==> src/rtl/paced_pattern_gen.sv <==
// paced_pattern_gen: debounced pause/faster/slower buttons pace a WIDTH-bit pattern
// that rotates, bounces, counts in binary or counts in Gray code.
module paced_pattern_gen #(
    parameter int WIDTH           = 8,
    parameter int LEVELS          = 8,
    parameter int BASE_DIV        = 50_000_000,
    parameter int DEBOUNCE_CYCLES = 500_000
) (
    input  logic                      clk,
    input  logic                      rst_n,
    input  logic                      ena,
    input  logic                      pause_btn,
    input  logic                      faster_btn,
    input  logic                      slower_btn,
    input  logic [1:0]                mode,
    output logic [WIDTH-1:0]          pattern,
    output logic                      running,
    output logic [$clog2(LEVELS)-1:0] speed,
    output logic                      step
);
    localparam int SW = $clog2(LEVELS);
    localparam int PW = $clog2(BASE_DIV + 1);
    localparam int DW = $clog2(DEBOUNCE_CYCLES + 1);

    logic [2:0]       btn, s1_q, s2_q, db_q, db_d, dbp_q, ev;
    logic             running_q, running_d, step_q, dir_q, dir_d;
    logic             up, dn, spd_chg, reload, at_end, adv;
    logic [SW-1:0]    speed_q, speed_d;
    logic [PW-1:0]    pre_q, pre_d, last;
    logic [1:0]       mode_q;
    logic [WIDTH-1:0] pat_q, pat_d, bin_q, bin_d, rot, bnc;

    assign btn = {slower_btn, faster_btn, pause_btn};

    // Synchronisers keep sampling even while ena is low.
    always_ff @(posedge clk or negedge rst_n) begin
        if (!rst_n) begin
            s1_q <= '0;
            s2_q <= '0;
        end else begin
            s1_q <= btn;
            s2_q <= s1_q;
        end
    end

    for (genvar i = 0; i < 3; i++) begin : g_db
        logic [DW-1:0] cnt_q, cnt_d;
        logic          done;
        assign done    = cnt_q == DW'(DEBOUNCE_CYCLES - 1);
        assign db_d[i] = (s2_q[i] != db_q[i] && done) ? s2_q[i] : db_q[i];
        assign cnt_d   = (s2_q[i] == db_q[i] || done) ? '0 : cnt_q + 1'b1;
        always_ff @(posedge clk or negedge rst_n) begin
            if (!rst_n)
                cnt_q <= '0;
            else if (ena)
                cnt_q <= cnt_d;
        end
    end

    assign ev = db_q & ~dbp_q;

    assign up        = ev[1] & ~ev[2] & (speed_q != SW'(LEVELS - 1));
    assign dn        = ev[2] & ~ev[1] & (speed_q != '0);
    assign spd_chg   = up | dn;
    assign speed_d   = up ? speed_q + 1'b1 : dn ? speed_q - 1'b1 : speed_q;
    assign running_d = running_q ^ ev[0];

    assign reload = mode_q != mode;
    assign last   = PW'((BASE_DIV >> speed_q) - 1);
    assign at_end = pre_q == last;
    assign adv    = running_q & at_end & ~reload & ~spd_chg;
    assign pre_d  = (reload | spd_chg) ? '0 : !running_q ? pre_q : at_end ? '0 : pre_q + 1'b1;

    assign rot = {pat_q[WIDTH-2:0], pat_q[WIDTH-1]};
    assign bnc = dir_q ? pat_q >> 1 : pat_q << 1;

    // dir_q = 1 means the bouncing bit travels toward bit 0.
    always_comb begin
        pat_d = pat_q;
        bin_d = bin_q;
        dir_d = dir_q;
        if (reload) begin
            pat_d = mode[1] ? '0 : WIDTH'(1);
            bin_d = '0;
            dir_d = 1'b0;
        end else if (adv) begin
            bin_d = bin_q + 1'b1;
            pat_d = mode_q == 2'd0 ? rot : mode_q == 2'd1 ? bnc :
                    mode_q == 2'd2 ? bin_d : bin_d ^ (bin_d >> 1);
            dir_d = mode_q == 2'd1 ? (bnc[WIDTH-1] | (dir_q & ~bnc[0])) : dir_q;
        end
    end

    always_ff @(posedge clk or negedge rst_n) begin
        if (!rst_n) begin
            db_q      <= '0;
            dbp_q     <= '0;
            running_q <= 1'b0;
            speed_q   <= '0;
            pre_q     <= '0;
            mode_q    <= '0;
            pat_q     <= WIDTH'(1);
            bin_q     <= '0;
            dir_q     <= 1'b0;
            step_q    <= 1'b0;
        end else begin
            step_q <= ena & adv;
            if (ena) begin
                db_q      <= db_d;
                dbp_q     <= db_q;
                running_q <= running_d;
                speed_q   <= speed_d;
                pre_q     <= pre_d;
                mode_q    <= mode;
                pat_q     <= pat_d;
                bin_q     <= bin_d;
                dir_q     <= dir_d;
            end
        end
    end

    assign pattern = pat_q;
    assign running = running_q;
    assign speed   = speed_q;
    assign step    = step_q & ena;
endmodule

==> config.mk <==
export PLATFORM = sky130hd
export DESIGN_NAME = paced_pattern_gen
export DESIGN_NICKNAME = d
export VERILOG_FILES = /design/src/rtl/paced_pattern_gen.sv
export SDC_FILE = /design/constraint.sdc
export NUM_CORES = 1
export LEC_CHECK = 0
export CAP_MARGIN = 30
export CORE_ASPECT_RATIO = 0.8
export CORE_MARGIN = 3
export CORE_UTILIZATION = 30
export CTS_CLUSTER_DIAMETER = 60
export CTS_CLUSTER_SIZE = 14
export DETAILED_ROUTE_END_ITERATION = 8
export SLEW_MARGIN = 10
export SYNTH_ARGS = -nofsm -noshare
export SYNTH_HDL_FRONTEND = slang
export SYNTH_SLANG_ARGS = --single-unit
==> constraint.sdc <==
create_clock -name clk -period 2.81 [get_ports clk]
set_input_delay 0.281 -clock clk [delete_from_list [all_inputs] [get_ports clk]]
set_output_delay 0.281 -clock clk [all_outputs]
set_load 0.1 [all_outputs]
==> impl_results.md, run 1 <==
* Status: finished, final reports clean
* LEAKAGE at approximately 3.4 nW
* Pwr per Cell Area at between 500 and 600 mW/mm2
* Worst Skew at 11.8 ps
* # fillers at between 2000 and 2500
* First-pass GRT wire length at between 20 and 30 mm
* Multi-input gate area at between 0.003 and 0.004 mm2
* CP startpoint kind: flip-flop
* Clock latency on the worst-skew pair at around 410 ps
* Syn Nets at approximately 840
* Minimum clock period at between 2000 and 3000 ps
* Netlist cell types at around 70
* Final GP Congestion at 0.874
* F_max at about 380 MHz
* H-tree depth at 4
* Port buffer count at 20
* GRT overflow at 0
* Vias at 6161
* Top cells by area, synth: dfrtp_1, nand2_1, nand3_1
* Pins Over Slew Limit at 0
* Top cells by count, synth: dfrtp_1, nand2_1, nor2_1
* ANT cells at 0
* Asr flop ratio synth at 100%
* Syn Inst Count at ~830
* Flop2flop setup slack at about 180 ps
* R2R Path Start: speed[1]
* WHS Path Cells at 2
* Synthesis-to-finish area growth at 16.2%
* Post-route ant nets at 0
* Vias/cell at about 5.2
* Finished Cell Area at between 0.008 and 0.009 mm2
* CTS clk-pin slew, worst paths at 60 ps
* Die H at ~140 um
* Tightest Pin Transition at 735 ps
* Hold EP: g_db[2].cnt_q[0]
* Number of flops mapped to enable cells by yosys at 0
* Synth area leader: dfrtp_1
* Worst-path maximum fanout at 21
* Reg area at between 0.002 and 0.003 mm2
* GR Util All Layers at ~14%
* HP Class: primary input to flip-flop
* Vias in the first global route at 5568
* Rel. slew slack at 51.0%
* Post-synthesis sequential area ratio at around two fifths
* Routed len/inst at about 15 um
* Share of the synthesized area in the top cell type at 41.1%
* Top-count cell post-synth: dfrtp_1
* Ports at 21
* Worst r2r path cells at 9
* Number of buffers created by CTS at 17
* Die ar. at 0.0259 mm2
* Drt first pass iters at 4
* CP endpoint kind: flip-flop
* DRT iter0 DRCs at ~450
* Worst Path Required at about 3100 ps
* Starting density of the core at a little under a third
* Synth Cell Area at 0.00719 mm2
* WL final at roughly 17 mm
* Setup TNS at 0 ps
* Largest net degree at the start of global routing at 50
* Worst ir drop on vdd at ~270 uV
* Syn. warnings at 0
* Crit share post-route at a little over nine tenths
* Die width at 179 um
* Dpl cell area at between 0.007 and 0.008 mm2
* Worst Path Class, Setup: flip-flop to flip-flop
* FF-to-FF End: pre_q[5]
* CTS tree: built
* RSZ-0062 raised after global routing: no
* Postcts setup bufs at 0
* Main synth FF type: dfrtp_1
* Worst hold start: ena
* Avg Cell Area, Syn at between 8 and 9 um2
* DRC Markers at 0
* CP arrival at 2920 ps
* Share of layout cells above drive strength 1 at between 10% and 20%
* Initial antenna violation count at 0
* Max-cap violations at 0
* Clock buffer depth at 2
* Final Hold Viols at 0
* Row cnt at 50
* Core area at 0.0235 mm2
* Clock Sinks at 119
* DP HPWL at 12.2 mm
* Nets at 863
* Setup-failing EPs final at 0
* Synthesis-stage register bit count at between 100 and 150
* Clock root buffer: clkbuf_16
## state kept, by name, indices dropped and copies added (netlist names)
name / flops
db_q: 3
running: 1
s1_q: 3
dir_q: 1
g_db.cnt_q: 57
step_q: 1
dbp_q: 3
speed: 3
mode_q: 2
pre_q: 26
bin_q: 8
s2_q: 3
pattern: 8
## cells in the final DEF (no fill, tap or decap), drive strengths merged, types with 4 or more instances in the layout
cell type | netlist | routed
dfrtp | 118 | 118
nand2 | 90 | 90
nor2 | 69 | 69
nand3 | 64 | 64
o21ai | 50 | 50
buf | 20 | 45
inv | 38 | 42
xor2 | 33 | 33
a21oi | 27 | 27
nand4 | 27 | 27
and3 | 23 | 23
a31oi | 23 | 23
xnor2 | 22 | 22
o22ai | 19 | 19
clkbuf | 30 | 19
nor4 | 13 | 13
nor3 | 12 | 12
o31ai | 12 | 12
nor2b | 10 | 10
a21o | 10 | 10
and2 | 10 | 10
mux2 | 9 | 9
or2 | 8 | 8
or3 | 7 | 7
nor4bb | 6 | 6
nand2b | 5 | 5
nor3b | 5 | 5
mux2i | 5 | 5
ha | 5 | 5
clkinvlp | 0 | 5
clkdlybuf4s50 | 0 | 5
o311ai | 5 | 5
o211ai | 4 | 4
nand3b | 4 | 4
a211oi | 4 | 4
o2bb2ai | 4 | 4
## per-layer routing
metal	wire length, um	part of all wire (%)	track usage, %
met1	9230	53	21.6
met2	7120	41	19.2
met3	832	4.8	2.39
met4	281	1.6	4.39
met5	0	0	0
## logic make-up after synthesis
| kind of cell | after synthesis | synth area share [%] |
|---|---|---|
| and+or+nand+nor | 362 | 26.2 |
| adders and majority gates | 6 | 1.15 |
| AOI/OAI and AO/OA | 184 | 16.7 |
| xor gates and xnor gates | 55 | 6.70 |
| muxes | 15 | 2.42 |
| buffers and inverters | 88 | 5.33 |
| DFF | 119 | 41.4 |
## how the worst max path moves through the flow
stage	from	end	slack, ps
global route	speed[1]	pre_q[5]	40
detailed placement	speed[0]	bin_q[4]	100
global placement	speed[0]	pre_q[10]	140
floorplan	speed[2]	bin_q[2]	30
finish	speed[1]	pre_q[5]	180
CTS	speed[0]	bin_q[4]	90
## metrics by stage
stage               power (mW)  worst slack, ps  hold slack, ps  instances  util (%)
CTS                       4.24             88.5             261       1174      35.6
finish                    4.18              177             276       1174      35.6
global route              4.33             42.8             288       1174      35.6
global placement          2.11              135             333       1141      33.1
detailed placement        2.12             98.7             335       1141      33.1
floorplan                 2.00             28.7           -14.6        829         -
## what timing repair did
item / 4_1_cts / 5_1_grt
endpoints found under the hold margin: 46 / 0
resized for setup: 0 / 2
hold buffers: 1 / 0
setup endpoints to repair: 0 / 17
## cell type report
class | instances | area share [%]
tap | 312 | 4.67
clock inverter | 13 | 1.45
timing repair buffer | 51 | 5.18
clock buffer | 19 | 5.30
sequential | 119 | 35.7
multi-input combinational | 622 | 46.0
inverter | 38 | 1.71
## critical path, cell delays in order (launching register included)
cell and delay, ps:
dfrtp_2 430, buf_4 220, or2_2 340, o22ai_1 110
a311oi_1 150, nor4_4 470, nand3_4 160, nand3_2 250
buf_4 250, o22ai_1 110
## report_power, final
part,switching (mW),internal (mW),leakage [nW]
combinational,0.204,0.0973,1.51
clock,0.849,1.25,0.263
sequential,0.0373,1.75,1.63
Note: power is estimated with default switching activity, not from simulation.
==> run 2, diff against run 1 <==
Settings changed: SETUP_SLACK_MARGIN set to 0.2, SLEW_MARGIN 10 to 20.
==> impl_results.md, run 2 (synthesis gave the netlist of run 1 again) <==
* Vias/cell at 5.33 (was 5.25)
* Worst Path Class, Setup: flip-flop to flip-flop (unchanged)
* HP Class: primary input to flip-flop (unchanged)
* Worst-path maximum fanout at 5 (was 21)
* Ports at 21 (unchanged)
* Vias at 6328 (was 6161)
* First-pass GRT wire length at 29.0 mm (about the same)
* Place WS at 71.2 ps (was 98.7 ps)
* Finished Cell Area at 0.00878 mm2 (was 0.00836 mm2)
* Minimum clock period at 2620 ps (was 2630 ps)
* Synthesis-to-finish area growth at 22.1% (was 16.2%)
* Regs by FF count: g_db.cnt_q x57, pre_q x26 (unchanged)
* Worst path bufs/invs at 1 (was 2)
* Die H at 144 um (unchanged)
* RSZ-0062 raised after global routing: yes (was no)
* Starting density of the core at 30.6% (unchanged)
* Hold Slack at 302 ps (was 276 ps)
* Vias in the first global route at 5606 (was 5568)
* Worst hold start: slower_btn (was ena)
* Largest stage delay, worst path at 510 ps (was 470 ps)
* Commonest cells after routing, fill and taps aside: dfrtp_1, nand2_1, nor2_1 (unchanged)
* Final GP Congestion at 0.889 (was 0.874)
* Number of buffers created by CTS at 17 (unchanged)
* LEAKAGE at 3.52 nW (was 3.40 nW)
* Most common cell after layout, fill and taps aside: dfrtp_1 (unchanged)
* Pwr per Cell Area at 483 mW/mm2 (was 500 mW/mm2)
* Final Util at 37.4% (was 35.6%)
* CP top delay family: simple AND/OR/NAND/NOR gates (unchanged)
* Clock Sinks at 119 (unchanged)
* Setup WS post-layout at 191 ps (was 177 ps)
* DRT iter0 DRCs at 562 (was 449)
* WHS Path Cells at 1 (was 2)
* DP HPWL at 12.0 mm (was 12.2 mm)
* DRC Markers at 0 (unchanged)
* Dpl cell area at 0.00775 mm2 (was 0.00777 mm2)
* CP endpoint kind: flip-flop (unchanged)
* Port buffer count at 20 (unchanged)
* Largest Register: g_db.cnt_q (unchanged)
* Power, Total at 4.24 mW (was 4.18 mW)
* Status: finished, final reports clean (unchanged)
* Setup TNS at 0 ps (unchanged)
* Max-cap violations at 0 (unchanged)
* Routed len/inst at 15.6 um (was 14.9 um)
* Post-route ant nets at 0 (unchanged)
* Crit-path slowest cell: dfrtp_4 (was nor4_4)
* Tightest Pin Transition at 615 ps (was 735 ps)
* Setup-failing EPs final at 0 (unchanged)
* Rel. slew slack at 58.7% (was 51.0%)
* CP startpoint kind: flip-flop (unchanged)
* Nets at 876 (was 863)
* GRT overflow at 0 (unchanged)
* CTS clk-pin slew, worst paths at 60 ps (about the same)
* Worst path cell trace: or3b_4 > a2111oi_4 > a311oi_2 > nor4_4 > buf_4 > nand3_2 > and2_1 > a32o_1 (was buf_4 > or2_2 > o22ai_1 > a311oi_1 > nor4_4 > nand3_4 > nand3_2 > buf_4 > o22ai_1)
* R2R Path Start: speed[1] (unchanged)
* Worst r2r path cells at 8 (was 9)
* H-tree depth at 4 (unchanged)
* Worst ir drop on vdd at 324 uV (was 268 uV)
* GR Util All Layers at 13.8% (about the same)
* ANT cells at 0 (unchanged)
* Die width at 179 um (unchanged)
* CP arrival at 2920 ps (about the same)
* Finished Layout Cells at 1187 (was 1174)
* WL final at 18.5 mm (was 17.5 mm)
* Drt first pass iters at 5 (was 4)
* Clock latency on the worst-skew pair at 420 ps (was 410 ps)
* Crit share post-route at 93.2% (was 93.7%)
* Clock root buffer: clkbuf_16 (unchanged)
* Final Hold Viols at 0 (unchanged)
* F_max at 382 MHz (was 380 MHz)
* Pins Over Slew Limit at 0 (unchanged)
* CTS tree: built (unchanged)
* Max reg flops at 57 (unchanged)
* Share of layout cells above drive strength 1 at 16.7% (was 13.0%)
* Largest net degree at the start of global routing at 50 (unchanged)
* Worst Path Required at 3110 ps (was 3090 ps)
* Flop2flop setup slack at 190 ps (was 180 ps)
* Worst Skew at 9.02 ps (was 11.8 ps)
* FF-to-FF End: pre_q[18] (was pre_q[5])
* Row cnt at 50 (unchanged)
* Inst Count DP at 1137 (was 1141)
* Initial antenna violation count at 0 (unchanged)
* Clock buffer depth at 2 (unchanged)
* Hold EP: s1_q[2] (was g_db[2].cnt_q[0])
* Die ar. at 0.0259 mm2 (unchanged)
* Core area at 0.0235 mm2 (unchanged)
==> run 2: cell count changes in the layout (fill, tap and decap cells not counted), moves of 4 or more <==
cell,previous run,this run
a31oi_1,23,11
buf_6,0,5
a31oi_4,0,9
o22ai_1,19,15
o22ai_2,0,4
==> run 2: routing by layer <==
layer	share of wire (%)	wire length, um	GRT usage (%)
met1	52	9560	21.5
met2	42	7770	19.4
met3	5.4	1000	2.83
met4	1.1	201	2.87
met5	0	0	0
==> run 2: layout make-up <==
class,instances,area [um2]
multi-input cells,624,4100
clock buffers,19,443
fillers,2352,14700
flip-flops and latches,119,2990
well taps,312,390
inverters,38,143
repair buffers,62,594
clock inverters,13,121
==> run 2: how the worst max path moves through the flow <==
stage,start,to,slack (ps),cells past startpoint
after floorplan,speed[2],bin_q[2],110,9
after CTS,speed[1],dir_q,170,9
final,speed[1],pre_q[18],190,8
after global routing,speed[1],pre_q[12],50,8
after global placement,speed[2],pre_q[14],100,9
after detailed placement,speed[2],pre_q[14],70,8
==> run 2: report_power, final <==
part           total [mW]  leakage (nW)  switching, mW  internal, mW
sequential           1.78          1.63         0.0365          1.75
combinational       0.370          1.63          0.246         0.124
clock                2.09         0.262          0.847          1.24
==> run 2: repair_timing <==
item / 4_1_cts / 5_1_grt
setup buffers: 2 / 9
hold buffers: 1 / 0
pin swaps: 1 / 22
gates cloned: 0 / 6
endpoints found under the hold margin: 32 / 0
gates resized for setup: 3 / 43
endpoints found under the setup margin: 25 / 42
==> run 3, diff against run 2 <==
Settings changed: PLACE_DENSITY set to 0.49.
==> impl_results.md, run 3 (synthesis gave the netlist of run 1 again) <==
* Status: finished, final reports clean (unchanged)
* Regs by FF count: g_db.cnt_q x57, pre_q x26 (unchanged)
* Starting density of the core at 30.6% (unchanged)
* Max reg flops at 57 (unchanged)
* Drt first pass iters at 5 (unchanged)
* GR Util All Layers at 15.3% (was 13.8%)
* Die width at 179 um (unchanged)
* Commonest cells after routing, fill and taps aside: dfrtp_1, nand2_1, nor2_1 (unchanged)
* F_max at 385 MHz (was 382 MHz)
* Post-route ant nets at 0 (unchanged)
* Worst ir drop on vdd at 469 uV (was 324 uV)
* DRC Markers at 0 (unchanged)
* Clock root buffer: clkbuf_16 (unchanged)
* DRT iter0 DRCs at 572 (was 562)
* Routed len/inst at 16.5 um (was 15.6 um)
* Final Util at 37.6% (was 37.4%)
* Ports at 21 (unchanged)
* Setup TNS at 0 ps (unchanged)
* RSZ-0062 raised after global routing: yes (unchanged)
* Pwr per Cell Area at 506 mW/mm2 (was 483 mW/mm2)
* Clock latency on the worst-skew pair at 430 ps (was 420 ps)
* Worst Path Required at 3120 ps (was 3110 ps)
* CP arrival at 2900 ps (was 2920 ps)
* Most common cell after layout, fill and taps aside: dfrtp_1 (unchanged)
* Vias at 6191 (was 6328)
* WL final at 19.7 mm (was 18.5 mm)
* Clock Sinks at 119 (unchanged)
* CP top delay family: simple AND/OR/NAND/NOR gates (unchanged)
* CTS clk-pin slew, worst paths at 60 ps (about the same)
* Vias/cell at 5.19 (was 5.33)
* Worst Path Class, Setup: flip-flop to flip-flop (unchanged)
* Finished Cell Area at 0.00883 mm2 (was 0.00878 mm2)
* CTS tree: built (unchanged)
* Max-cap violations at 0 (unchanged)
* Port buffer count at 20 (unchanged)
* Power, Total at 4.47 mW (was 4.24 mW)
* Die ar. at 0.0259 mm2 (unchanged)
* R2R Path Start: speed[1] (unchanged)
* HP Class: primary input to flip-flop (unchanged)
* Worst Setup EP: pattern[2] (was pre_q[18])
* Critical Path Start: speed[1] (unchanged)
* Final GP Congestion at 0.816 (was 0.889)
* Share of layout cells above drive strength 1 at 16.8% (was 16.7%)
* Crit-path slowest cell: dfrtp_4 (unchanged)
* Rel. slew slack at 60.5% (was 58.7%)
* Setup-failing EPs final at 0 (unchanged)
* Pins Over Slew Limit at 0 (unchanged)
* Die H at 144 um (unchanged)
* Worst path depth at 10 (was 8)
* GRT overflow at 0 (unchanged)
* Vias in the first global route at 5788 (was 5606)
* H-tree depth at 4 (unchanged)
* Worst Skew at 12.1 ps (was 9.02 ps)
* Worst r2r path cells at 10 (was 8)
* Flop2flop setup slack at 210 ps (was 190 ps)
* First-pass GRT wire length at 31.6 mm (was 29.0 mm)
* Worst path cell trace: or3b_4 > a2111oi_4 > a311oi_2 > nor4_4 > buf_4 > nand4_1 > buf_4 > clkbuf_16 > nand3_1 > o21ai_1 (was or3b_4 > a2111oi_4 > a311oi_2 > nor4_4 > buf_4 > nand3_2 > and2_1 > a32o_1)
* Nets at 883 (was 876)
* Minimum clock period at 2600 ps (was 2620 ps)
* CP dominant cell by count: buf_4
* Clock buffer depth at 2 (unchanged)
* Row cnt at 50 (unchanged)
* Worst-path maximum fanout at 10 (was 5)
* Dpl cell area at 0.00780 mm2 (was 0.00775 mm2)
* LEAKAGE at 3.59 nW (was 3.52 nW)
* CP startpoint kind: flip-flop (unchanged)
* Largest stage delay, worst path at 510 ps (about the same)
* Initial antenna violation count at 0 (unchanged)
* Synthesis-to-finish area growth at 22.9% (was 22.1%)
* Largest net degree at the start of global routing at 46 (was 50)
* CP endpoint kind: flip-flop (unchanged)
* ANT cells at 0 (unchanged)
* Core area at 0.0235 mm2 (unchanged)
* Tightest Pin Transition at 589 ps (was 615 ps)
* Largest Register: g_db.cnt_q (unchanged)
* Crit share post-route at 92.4% (was 93.2%)
* Final Hold Viols at 0 (unchanged)
* DP HPWL at 12.9 mm (was 12.0 mm)
* Worst path bufs/invs at 3 (was 1)
* FF-to-FF End: pattern[2] (was pre_q[18])
* Number of buffers created by CTS at 17 (unchanged)
run 3: metrics by stage:
step                      instances  setup slack, ps  hold WS (ps)
after floorplan                 829              110         -14.6
after global placement         1142             35.7           264
after detailed placement       1142            -19.6           266
after CTS                      1179              188           210
after global routing           1194              149           230
final                          1194              214           219
run 3: metal layers:
layer  vias up  routed length [um]  global-route usage, %
li1       3074                   -                      -
met1      2969               10300                   24.0
met2       138                8230                   21.0
met3        10                 963                   3.73
met4         0                 138                   3.40
met5         -                   0                      0
run 3: timing repair:
action                                  4_1_cts  5_1_grt
buffers inserted                              4       12
hold buffers                                  1        0
resized for setup                             3       27
gates cloned                                  0        3
hold endpoints to repair                     41        0
endpoints found under the setup margin       27       36
pin swaps                                     2        6
run 3: worst min-delay path, cell delays in order:
cell and delay [ps]:
buf_2 180, nand2_1 90, o31ai_1 50
run 3: where the power goes:
group | total, mW | switching [mW] | internal (mW) | leakage [nW]
sequential | 1.78 | 0.0388 | 1.75 | 1.63
combinational | 0.353 | 0.236 | 0.117 | 1.66
clock | 2.33 | 0.835 | 1.49 | 0.303
total | 4.47 | 1.11 | 3.36 | 3.59
run 3: final cells by class:
| type | instances | area [um2] |
|---|---|---|
| timing repair buffer | 70 | 667 |
| multi-input combinational | 623 | 4020 |
| inverter | 38 | 143 |
| sequential | 119 | 2990 |
| tap | 312 | 390 |
| clock inverter | 10 | 141 |
| fill | 2404 | 14600 |
| clock buffer | 22 | 484 |
run 3: how the worst min path moves through the flow:
| stage | start | to | cells after the start |
|---|---|---|---|
| 3_3_place_gp | rst_n | pre_q[14] | 1 |
| 6_report | ena | g_db[2].cnt_q[2] | 3 |
| 2_1_floorplan | rst_n | bin_q[0] | 0 |
| 5_1_grt | ena | g_db[2].cnt_q[2] | 3 |
| 3_5_place_dp | rst_n | pre_q[14] | 1 |
| 4_1_cts | ena | g_db[2].cnt_q[2] | 3 |
